<file path="config.mk">
export PLATFORM = sky130hd
export DESIGN_NAME = approx_mul_err_sweep_flat
export DESIGN_NICKNAME = d
export VERILOG_FILES = /design/src/rtl/approx_mul_err_sweep_if.sv /design/src/rtl/approx_mul_err_sweep.sv /design/src/flat_wrapper.sv
export SDC_FILE = /design/constraint.sdc
export NUM_CORES = 1
export LEC_CHECK = 0
export ABC_AREA = 1
export CORE_MARGIN = 2
export CORE_UTILIZATION = 42
export CTS_CLUSTER_DIAMETER = 60
export DETAILED_ROUTE_END_ITERATION = 10
export GPL_TIMING_DRIVEN = 0
export PLACE_DENSITY = 0.58
export SYNTH_ARGS = -nofsm -noshare
export SYNTH_HDL_FRONTEND = slang
export SYNTH_SLANG_ARGS = --single-unit
</file>
<file path="constraint.sdc">
create_clock -name clk -period 5.7 [get_ports clk]
set_clock_uncertainty 0.1 [all_clocks]
set_input_delay 0.855 -clock clk [delete_from_list [all_inputs] [get_ports clk]]
set_output_delay 0.855 -clock clk [all_outputs]
set_load 0.01 [all_outputs]
</file>
<file path="src/rtl/approx_mul_err_sweep_if.sv">
// Bus between the error-sweep engine and its surroundings: control handshake,
// operands out to the multiplier under test, product back, and the error metrics.
interface approx_mul_err_sweep_if #(
    parameter int XW = 8,
    parameter int YW = 8
);
    localparam int PW = XW + YW;

    logic                  start;
    logic                  busy;
    logic                  done;
    logic [XW-1:0]         x_out;
    logic [YW-1:0]         y_out;
    logic [PW-1:0]         z_in;
    logic [PW:0]           err_cnt;
    logic [2*PW-1:0]       sum_ed;
    logic [PW-1:0]         max_ed;
    logic signed [2*PW:0]  bias;

    modport master (
        input  start, z_in,
        output busy, done, x_out, y_out, err_cnt, sum_ed, max_ed, bias
    );

    modport slave (
        output start, z_in,
        input  busy, done, x_out, y_out, err_cnt, sum_ed, max_ed, bias
    );
endinterface

</file>
<file path="src/rtl/approx_mul_err_sweep.sv">
// Exhaustive error characterisation of an unsigned approximate multiplier:
// sweeps all operand pairs, compares each product against x*y, accumulates metrics.
module approx_mul_err_sweep #(
    parameter int XW      = 8,
    parameter int YW      = 8,
    parameter int MUL_LAT = 0
) (
    input  logic clk,
    input  logic rst_n,
    approx_mul_err_sweep_if.master bus
);
    localparam int PW = XW + YW;
    localparam logic [2:0] DRAIN_LAST = 3'(MUL_LAT + 1);

    typedef enum logic [1:0] {IDLE, SWEEP, DRAIN, DONE} state_t;

    state_t               state;
    logic [PW-1:0]        cnt;
    logic [2:0]           dcnt;
    logic                 busy;
    logic                 done;
    logic                 go;
    logic                 vld_p0;

    logic [XW-1:0]        x_d;
    logic [YW-1:0]        y_d;
    logic                 vld_d;
    logic [PW-1:0]        exact_c;
    logic signed [PW:0]   diff_c;

    logic                 vld_p1;
    logic signed [PW:0]   diff_p1;
    logic [PW-1:0]        ed_p1;
    logic                 ne_p1;

    logic [PW:0]          err_cnt;
    logic [2*PW-1:0]      sum_ed;
    logic [PW-1:0]        max_ed;
    logic signed [2*PW:0] bias;

    // |d| always fits PW bits because both operands of the difference are PW-bit unsigned.
    function automatic logic [PW-1:0] abs_ed(input logic signed [PW:0] d);
        logic signed [PW:0] m;
        m = d[PW] ? -d : d;
        return m[PW-1:0];
    endfunction

    assign go          = bus.start && (state == IDLE || state == DONE);
    assign vld_p0      = (state == SWEEP);
    assign bus.x_out   = cnt[XW-1:0];
    assign bus.y_out   = cnt[PW-1:XW];
    assign bus.busy    = busy;
    assign bus.done    = done;
    assign bus.err_cnt = err_cnt;
    assign bus.sum_ed  = sum_ed;
    assign bus.max_ed  = max_ed;
    assign bus.bias    = bias;

    always_ff @(posedge clk or negedge rst_n) begin
        if (!rst_n) begin
            state <= IDLE;
            cnt   <= '0;
            dcnt  <= '0;
            busy  <= 1'b0;
            done  <= 1'b0;
        end else begin
            case (state)
                IDLE, DONE: begin
                    if (go) begin
                        state <= SWEEP;
                        cnt   <= '0;
                        busy  <= 1'b1;
                        done  <= 1'b0;
                    end
                end
                SWEEP: begin
                    cnt <= cnt + 1'b1;
                    if (cnt == {PW{1'b1}}) begin
                        state <= DRAIN;
                        dcnt  <= '0;
                    end
                end
                DRAIN: begin
                    // Hold until the last pair has passed the multiplier, stage E and stage A.
                    if (dcnt == DRAIN_LAST) begin
                        state <= DONE;
                        busy  <= 1'b0;
                        done  <= 1'b1;
                    end else begin
                        dcnt <= dcnt + 1'b1;
                    end
                end
                default: state <= IDLE;
            endcase
        end
    end

    // Operand delay line: aligns each pair with the product the multiplier returns.
    generate
        if (MUL_LAT == 0) begin : g_nodly
            assign x_d   = bus.x_out;
            assign y_d   = bus.y_out;
            assign vld_d = vld_p0;
        end else begin : g_dly
            logic [XW-1:0]      x_pipe [MUL_LAT];
            logic [YW-1:0]      y_pipe [MUL_LAT];
            logic [MUL_LAT-1:0] v_pipe;

            always_ff @(posedge clk or negedge rst_n) begin
                if (!rst_n) begin
                    for (int i = 0; i < MUL_LAT; i++) begin
                        x_pipe[i] <= '0;
                        y_pipe[i] <= '0;
                        v_pipe[i] <= 1'b0;
                    end
                end else begin
                    x_pipe[0] <= bus.x_out;
                    y_pipe[0] <= bus.y_out;
                    v_pipe[0] <= vld_p0;
                    for (int i = 1; i < MUL_LAT; i++) begin
                        x_pipe[i] <= x_pipe[i-1];
                        y_pipe[i] <= y_pipe[i-1];
                        v_pipe[i] <= v_pipe[i-1];
                    end
                end
            end

            assign x_d   = x_pipe[MUL_LAT-1];
            assign y_d   = y_pipe[MUL_LAT-1];
            assign vld_d = v_pipe[MUL_LAT-1];
        end
    endgenerate

    assign exact_c = PW'(x_d) * PW'(y_d);
    assign diff_c  = signed'({1'b0, bus.z_in}) - signed'({1'b0, exact_c});

    // Stage E: signed error, its magnitude and the error flag.
    always_ff @(posedge clk or negedge rst_n) begin
        if (!rst_n) begin
            vld_p1  <= 1'b0;
            diff_p1 <= '0;
            ed_p1   <= '0;
            ne_p1   <= 1'b0;
        end else begin
            vld_p1 <= vld_d;
            if (vld_d) begin
                diff_p1 <= diff_c;
                ed_p1   <= abs_ed(diff_c);
                ne_p1   <= (diff_c != '0);
            end
        end
    end

    // Stage A: accumulators; widths cover the worst case over all pairs, so no wrap.
    always_ff @(posedge clk or negedge rst_n) begin
        if (!rst_n) begin
            err_cnt <= '0;
            sum_ed  <= '0;
            max_ed  <= '0;
            bias    <= '0;
        end else if (go) begin
            err_cnt <= '0;
            sum_ed  <= '0;
            max_ed  <= '0;
            bias    <= '0;
        end else if (vld_p1) begin
            err_cnt <= err_cnt + {{PW{1'b0}}, ne_p1};
            sum_ed  <= sum_ed + {{PW{1'b0}}, ed_p1};
            if (ed_p1 > max_ed) begin
                max_ed <= ed_p1;
            end
            bias    <= bias + {{PW{diff_p1[PW]}}, diff_p1};
        end
    end
endmodule

</file>
<file path="src/flat_wrapper.sv">
// flat-port wrapper written by rule: the top's interface ports become plain ports
module approx_mul_err_sweep_flat 
#(
    parameter int XW      = 8,
    parameter int YW      = 8,
    parameter int MUL_LAT = 0
)
  (clk, rst_n, bus_start, bus_z_in, bus_busy, bus_done, bus_x_out, bus_y_out, bus_err_cnt, bus_sum_ed, bus_max_ed, bus_bias);
  approx_mul_err_sweep_if #(.XW(XW), .YW(YW)) bus_i ();
  input  logic clk;
  input  logic rst_n;
  input wire logic [$bits(bus_i.start)-1:0] bus_start;
  input wire logic [$bits(bus_i.z_in)-1:0] bus_z_in;
  output wire logic [$bits(bus_i.busy)-1:0] bus_busy;
  output wire logic [$bits(bus_i.done)-1:0] bus_done;
  output wire logic [$bits(bus_i.x_out)-1:0] bus_x_out;
  output wire logic [$bits(bus_i.y_out)-1:0] bus_y_out;
  output wire logic [$bits(bus_i.err_cnt)-1:0] bus_err_cnt;
  output wire logic [$bits(bus_i.sum_ed)-1:0] bus_sum_ed;
  output wire logic [$bits(bus_i.max_ed)-1:0] bus_max_ed;
  output wire logic [$bits(bus_i.bias)-1:0] bus_bias;
  assign bus_i.start = bus_start;
  assign bus_i.z_in = bus_z_in;
  assign bus_busy = bus_i.busy;
  assign bus_done = bus_i.done;
  assign bus_x_out = bus_i.x_out;
  assign bus_y_out = bus_i.y_out;
  assign bus_err_cnt = bus_i.err_cnt;
  assign bus_sum_ed = bus_i.sum_ed;
  assign bus_max_ed = bus_i.max_ed;
  assign bus_bias = bus_i.bias;
  approx_mul_err_sweep #(.XW(XW), .YW(YW), .MUL_LAT(MUL_LAT)) u_core (.clk(clk), .rst_n(rst_n), .bus(bus_i));
endmodule
</file>
==> results by group <==
Clock tree
  – Latest clock arrival within the worst-skew pair: approximately 0.44 ns
  – Clock edge transition at the registers on the reported setup and hold paths: 0.07 ns
  – Number of setup buffers added after CTS: 0
  – TritonCTS clock tree: done
  – Post-cts hold buffer count: 0
  – Number of buffers added by the clock tree synthesis step: 17
  – Root buffer cell: sky130_fd_sc_hd__clkbuf_16
  – Number of sinks handled by clock tree synthesis: 155
  – Post-cts repair resize count: 0
  – Buffer levels on the longest clock path: 2
  – Maximum level of the CTS H-tree: 4

Detailed routing
  – Total via count in the routed design: 13097
  – WL per Instance: 15.7 um
  – Post-DR vias/cell: ~5.2
  – Detailed-routing iteration count for the pre-antenna-repair pass: 5
  – Post-detailed-routing wire length: between 30000 and 40000 um
  – Detailed-route DRC error count: 0
  – DRC marker count from the first detailed-route iteration: 727
  – ANT nets after route: 0

STA
  – Post-Route Hold Slack: 0.199 ns
  – Minimum setup slack in the final design: just over 0.4 ns
  – Slew headroom: 45.5%
  – Final setup fails: 0
  – Highest clock rate: between 150 and 200 MHz
  – Sum Neg Setup Slack: 0 ns
  – Final min period: 5.29 ns
  – Fin crit share: roughly 93%
  – Hold violation total from the final report: 0
  – Slew Viols, Final: 0
  – Slew at the pin closest to its max-slew limit: roughly 0.82 ns
  – Setup repair after global routing missed its margin: no

Floorplanning
  – DIE AREA: 33800 sq um
  – Starting Density: a little over two fifths
  – Die boundary width: 184 um
  – Core footprint: roughly 32000 sq um
  – Ports placed on the boundary: about 140
  – Die outline height: approximately 180 um
  – Site row count: 65

Power and ir drop
  – Peak supply drop: 0.258 mV
  – Power share of the combinational group: between 50% and 60%
  – Leakage power summed over all cells: 8.21 nW
  – Clock group share of total power: between 15 and 20%
  – Internal cell power: 3.40 mW
  – Switching share of power: ~50%
  – Design Power: between 6 and 7 mW
  – Power density over the cells: between 400 and 500 nW/um^2
  – Net switching power: roughly 3.3 mW
  – Share of total power in sequential cells: around 28%

Synth
  – Post-synthesis net count: roughly 2100
  – Average size of a mapped cell: 6.97 sq um
  – Part of the Yosys area used for sequential elements: 28.5%
  – Syn. warnings: 0
  – Number of cells produced by synthesis: around 2000
  – Post-synthesis register bit count: between 150 and 200
  – Netlist area before placement: ~14000 sq um
  – Number of distinct library cell variants in the gate-level netlist after synthesis: 52

Global route
  – GRT Resource Usage Total: 23.8%
  – Via count of the first global-routing pass: 12618
  – Pin count of the biggest net entering global routing: about 110
  – Number of antenna violations at the first check in global routing: 0
  – Congestion Overflow GR: 0
  – Global-route wire length before repair: ~64000 um

Outcome
  – Status: completed

Placement
  – Final weighted congestion in routability-driven placement: 0.921
  – Port bufs: approximately 130
  – Total half-perimeter wirelength after legalization and detailed placement: 32300 um
  – Placement-stage worst setup slack: ~0.14 ns

Worst setup path
  – Crit path launch type: flip-flop
  – Critical path's slowest cell: sky130_fd_sc_hd__fa_1
  – Critical path type: flip-flop to flip-flop
  – CP Max Fanout: 10
  – Element type at the critical path end: flip-flop
  – CP Cell Sequence: clkbuf_1, nand2_1, fa_1, fa_1, fa_1, inv_1, fa_1, inv_1, ha_1, nand2_1, inv_1, a21oi_2, nor3_1, nor2_1, nand2_1, nand2_1, nand2_1, o21ai_0, nand3_1, nand2_1
  – Slack of the worst reg-to-reg path: 0.41 ns
  – Required time worst endpoint: about 6 ns
  – CP arrival: roughly 5.6 ns
  – Depth of the worst register-to-register path: 20
  – Critical Path Most Common Cell: sky130_fd_sc_hd__nand2_1
  – Worst path max stage delay: 0.55 ns
  – Reg2Reg Launch Point: u_core.cnt[15]$_DFFE_PN0P_
  – FF-to-FF End: u_core.ed_p1[5]$_DFFE_PN0P_

Final layout
  – Most common cell after layout, fill and taps aside: sky130_fd_sc_hd__nand2_1
  – Commonest non-fill, non-tap cells in the layout: 533 x sky130_fd_sc_hd__nand2_1, 315 x sky130_fd_sc_hd__inv_1, 173 x sky130_fd_sc_hd__nor2_1, 155 x sky130_fd_sc_hd__dfrtp_1, 133 x sky130_fd_sc_hd__clkdlybuf4s50_1
  – Count of fill cells added during filler insertion: between 3000 and 4000
  – Share of cells above drive strength 1: 4.58%
  – Count of inserted antenna diode cells: 0
  – Relative area change from synthesis to final layout: 18.0%
  – Net count reported at finish: ~2300

Run
  – Reported max-cap violation count: 0

Hold path
  – Worst hold path type: input port to async pin
==> layout make-up <==
class / instances / area [sq um] / share of cell area (%)
well taps: 402 / 503 / 3.13
repair buffers: 135 / 1370 / 8.56
plain buffers: 44 / 198 / 1.23
flip-flops and latches: 155 / 3880 / 24.2
clock buffers: 18 / 439 / 2.74
inverters: 323 / 1210 / 7.55
clock inverters: 14 / 134 / 0.834
multi-input cells: 1429 / 8310 / 51.8
==> per-layer routing <==
layer / global-route usage (%) / routed length, um
met4: 10.4 / 1470
met3: 3.11 / 1580
met1: 30.2 / 17800
met2: 40.5 / 18600
met5: 0 / 0
==> worst max-delay path, delay by kind of cell, from the launching register on <==
| family | cells | cell delay (ns) |
|---|---|---|
| buffers and inverters | 4 | 0.61 |
| AO/OA/AOI/OAI | 2 | 0.47 |
| flip-flops | 1 | 0.39 |
| adder cells (fa/ha/maj) | 5 | 2.52 |
| AND/OR/NAND/NOR | 9 | 1.11 |
==> cells by family (layout without fill, tap and decap cells) <==
kind of cell,Yosys count,count (layout),share of synthesized area (%)
flops,155,155,28.5
fa+ha+maj,165,165,18.0
buf+inv,367,534,10.4
simple gates,959,959,30.2
compound gates,287,287,11.8
xor+xnor,18,18,1.16
==> through the flow <==
stage / std cells / area [sq um] / util (%)
3_3_place_gp: 2487 / 15400 / 48.7
2_1_floorplan: 1951 / 13600 / -
6_report: 2520 / 16000 / 50.6
5_1_grt: 2520 / 16000 / 50.6
3_5_place_dp: 2488 / 15500 / 48.8
4_1_cts: 2520 / 16000 / 50.6
==> state kept, by name (all words and copies together), names as in the netlist <==
name / count
u_core.bus.bias: 33
u_core.bus.sum_ed: 32
u_core.bus.err_cnt: 17
u_core.bus.max_ed: 16
u_core.cnt: 16
u_core.diff_p1: 16
u_core.ed_p1: 16
u_core.dcnt: 3
u_core.state: 2
u_core.bus.busy: 1
u_core.bus.done: 1
u_core.ne_p1: 1
u_core.vld_p1: 1
==> power groups by stage <==
stage	registers, mW	clock network, mW	logic (mW)
final	1.85	1.12	3.77
after global routing	1.88	1.19	4.25
after CTS	1.85	1.14	3.77
after detailed placement	1.87	0	3.75
after global placement	1.86	0	3.69
after floorplan	1.74	0	2.47
==> cell usage after synthesis (all sizes together) <==
cell type / instances / area [sq um]
buf: 17 / 96.3
nand3: 130 / 676
nor3b: 1 / 7.51
a21boi: 3 / 22.5
a21o: 6 / 45.0
nand3b: 7 / 52.6
a22o: 4 / 35.0
inv: 322 / 1210
ha: 114 / 1430
o21ai: 120 / 608
a32o: 3 / 30.0
dfrtp: 155 / 3880
xnor2: 4 / 35.0
o31ai: 6 / 50.1
nor4: 7 / 65.1
nor3: 32 / 165
and2: 4 / 25.0
clkinv: 1 / 3.75
o2111ai: 2 / 23.8
xor2: 14 / 123
nor2: 182 / 716
fa: 51 / 1020
clkbuf: 27 / 101
a31o: 1 / 8.76
a31oi: 4 / 40.0
o21bai: 4 / 30.0
a21oi: 118 / 594
nand2: 548 / 2090
o211ai: 5 / 37.5
o21a: 8 / 60.1
o22ai: 3 / 18.8
or2: 2 / 12.5
nand4: 42 / 263
and3: 4 / 25.0
==> how the worst max path moves through the flow <==
stage                                     startpoint  slack (ns)  cells after the start                      endpoint
after detailed placement                 bus_z_in[7]        0.14                     23  u_core.ed_p1[13]$_DFFE_PN0P_
final                     u_core.cnt[15]$_DFFE_PN0P_        0.41                     20   u_core.ed_p1[5]$_DFFE_PN0P_
after global routing      u_core.cnt[15]$_DFFE_PN0P_        0.05                     22  u_core.ed_p1[13]$_DFFE_PN0P_
after CTS                 u_core.cnt[15]$_DFFE_PN0P_        0.39                     21      u_core.ne_p1$_DFFE_PN0P_
after global placement                         rst_n       -2.99                      1     u_core.cnt[8]$_DFFE_PN0P_
after floorplan           u_core.cnt[15]$_DFFE_PN0P_        1.09                     22  u_core.ed_p1[14]$_DFFE_PN0P_
No activity file was read; power rests on OpenSTA's default activity.
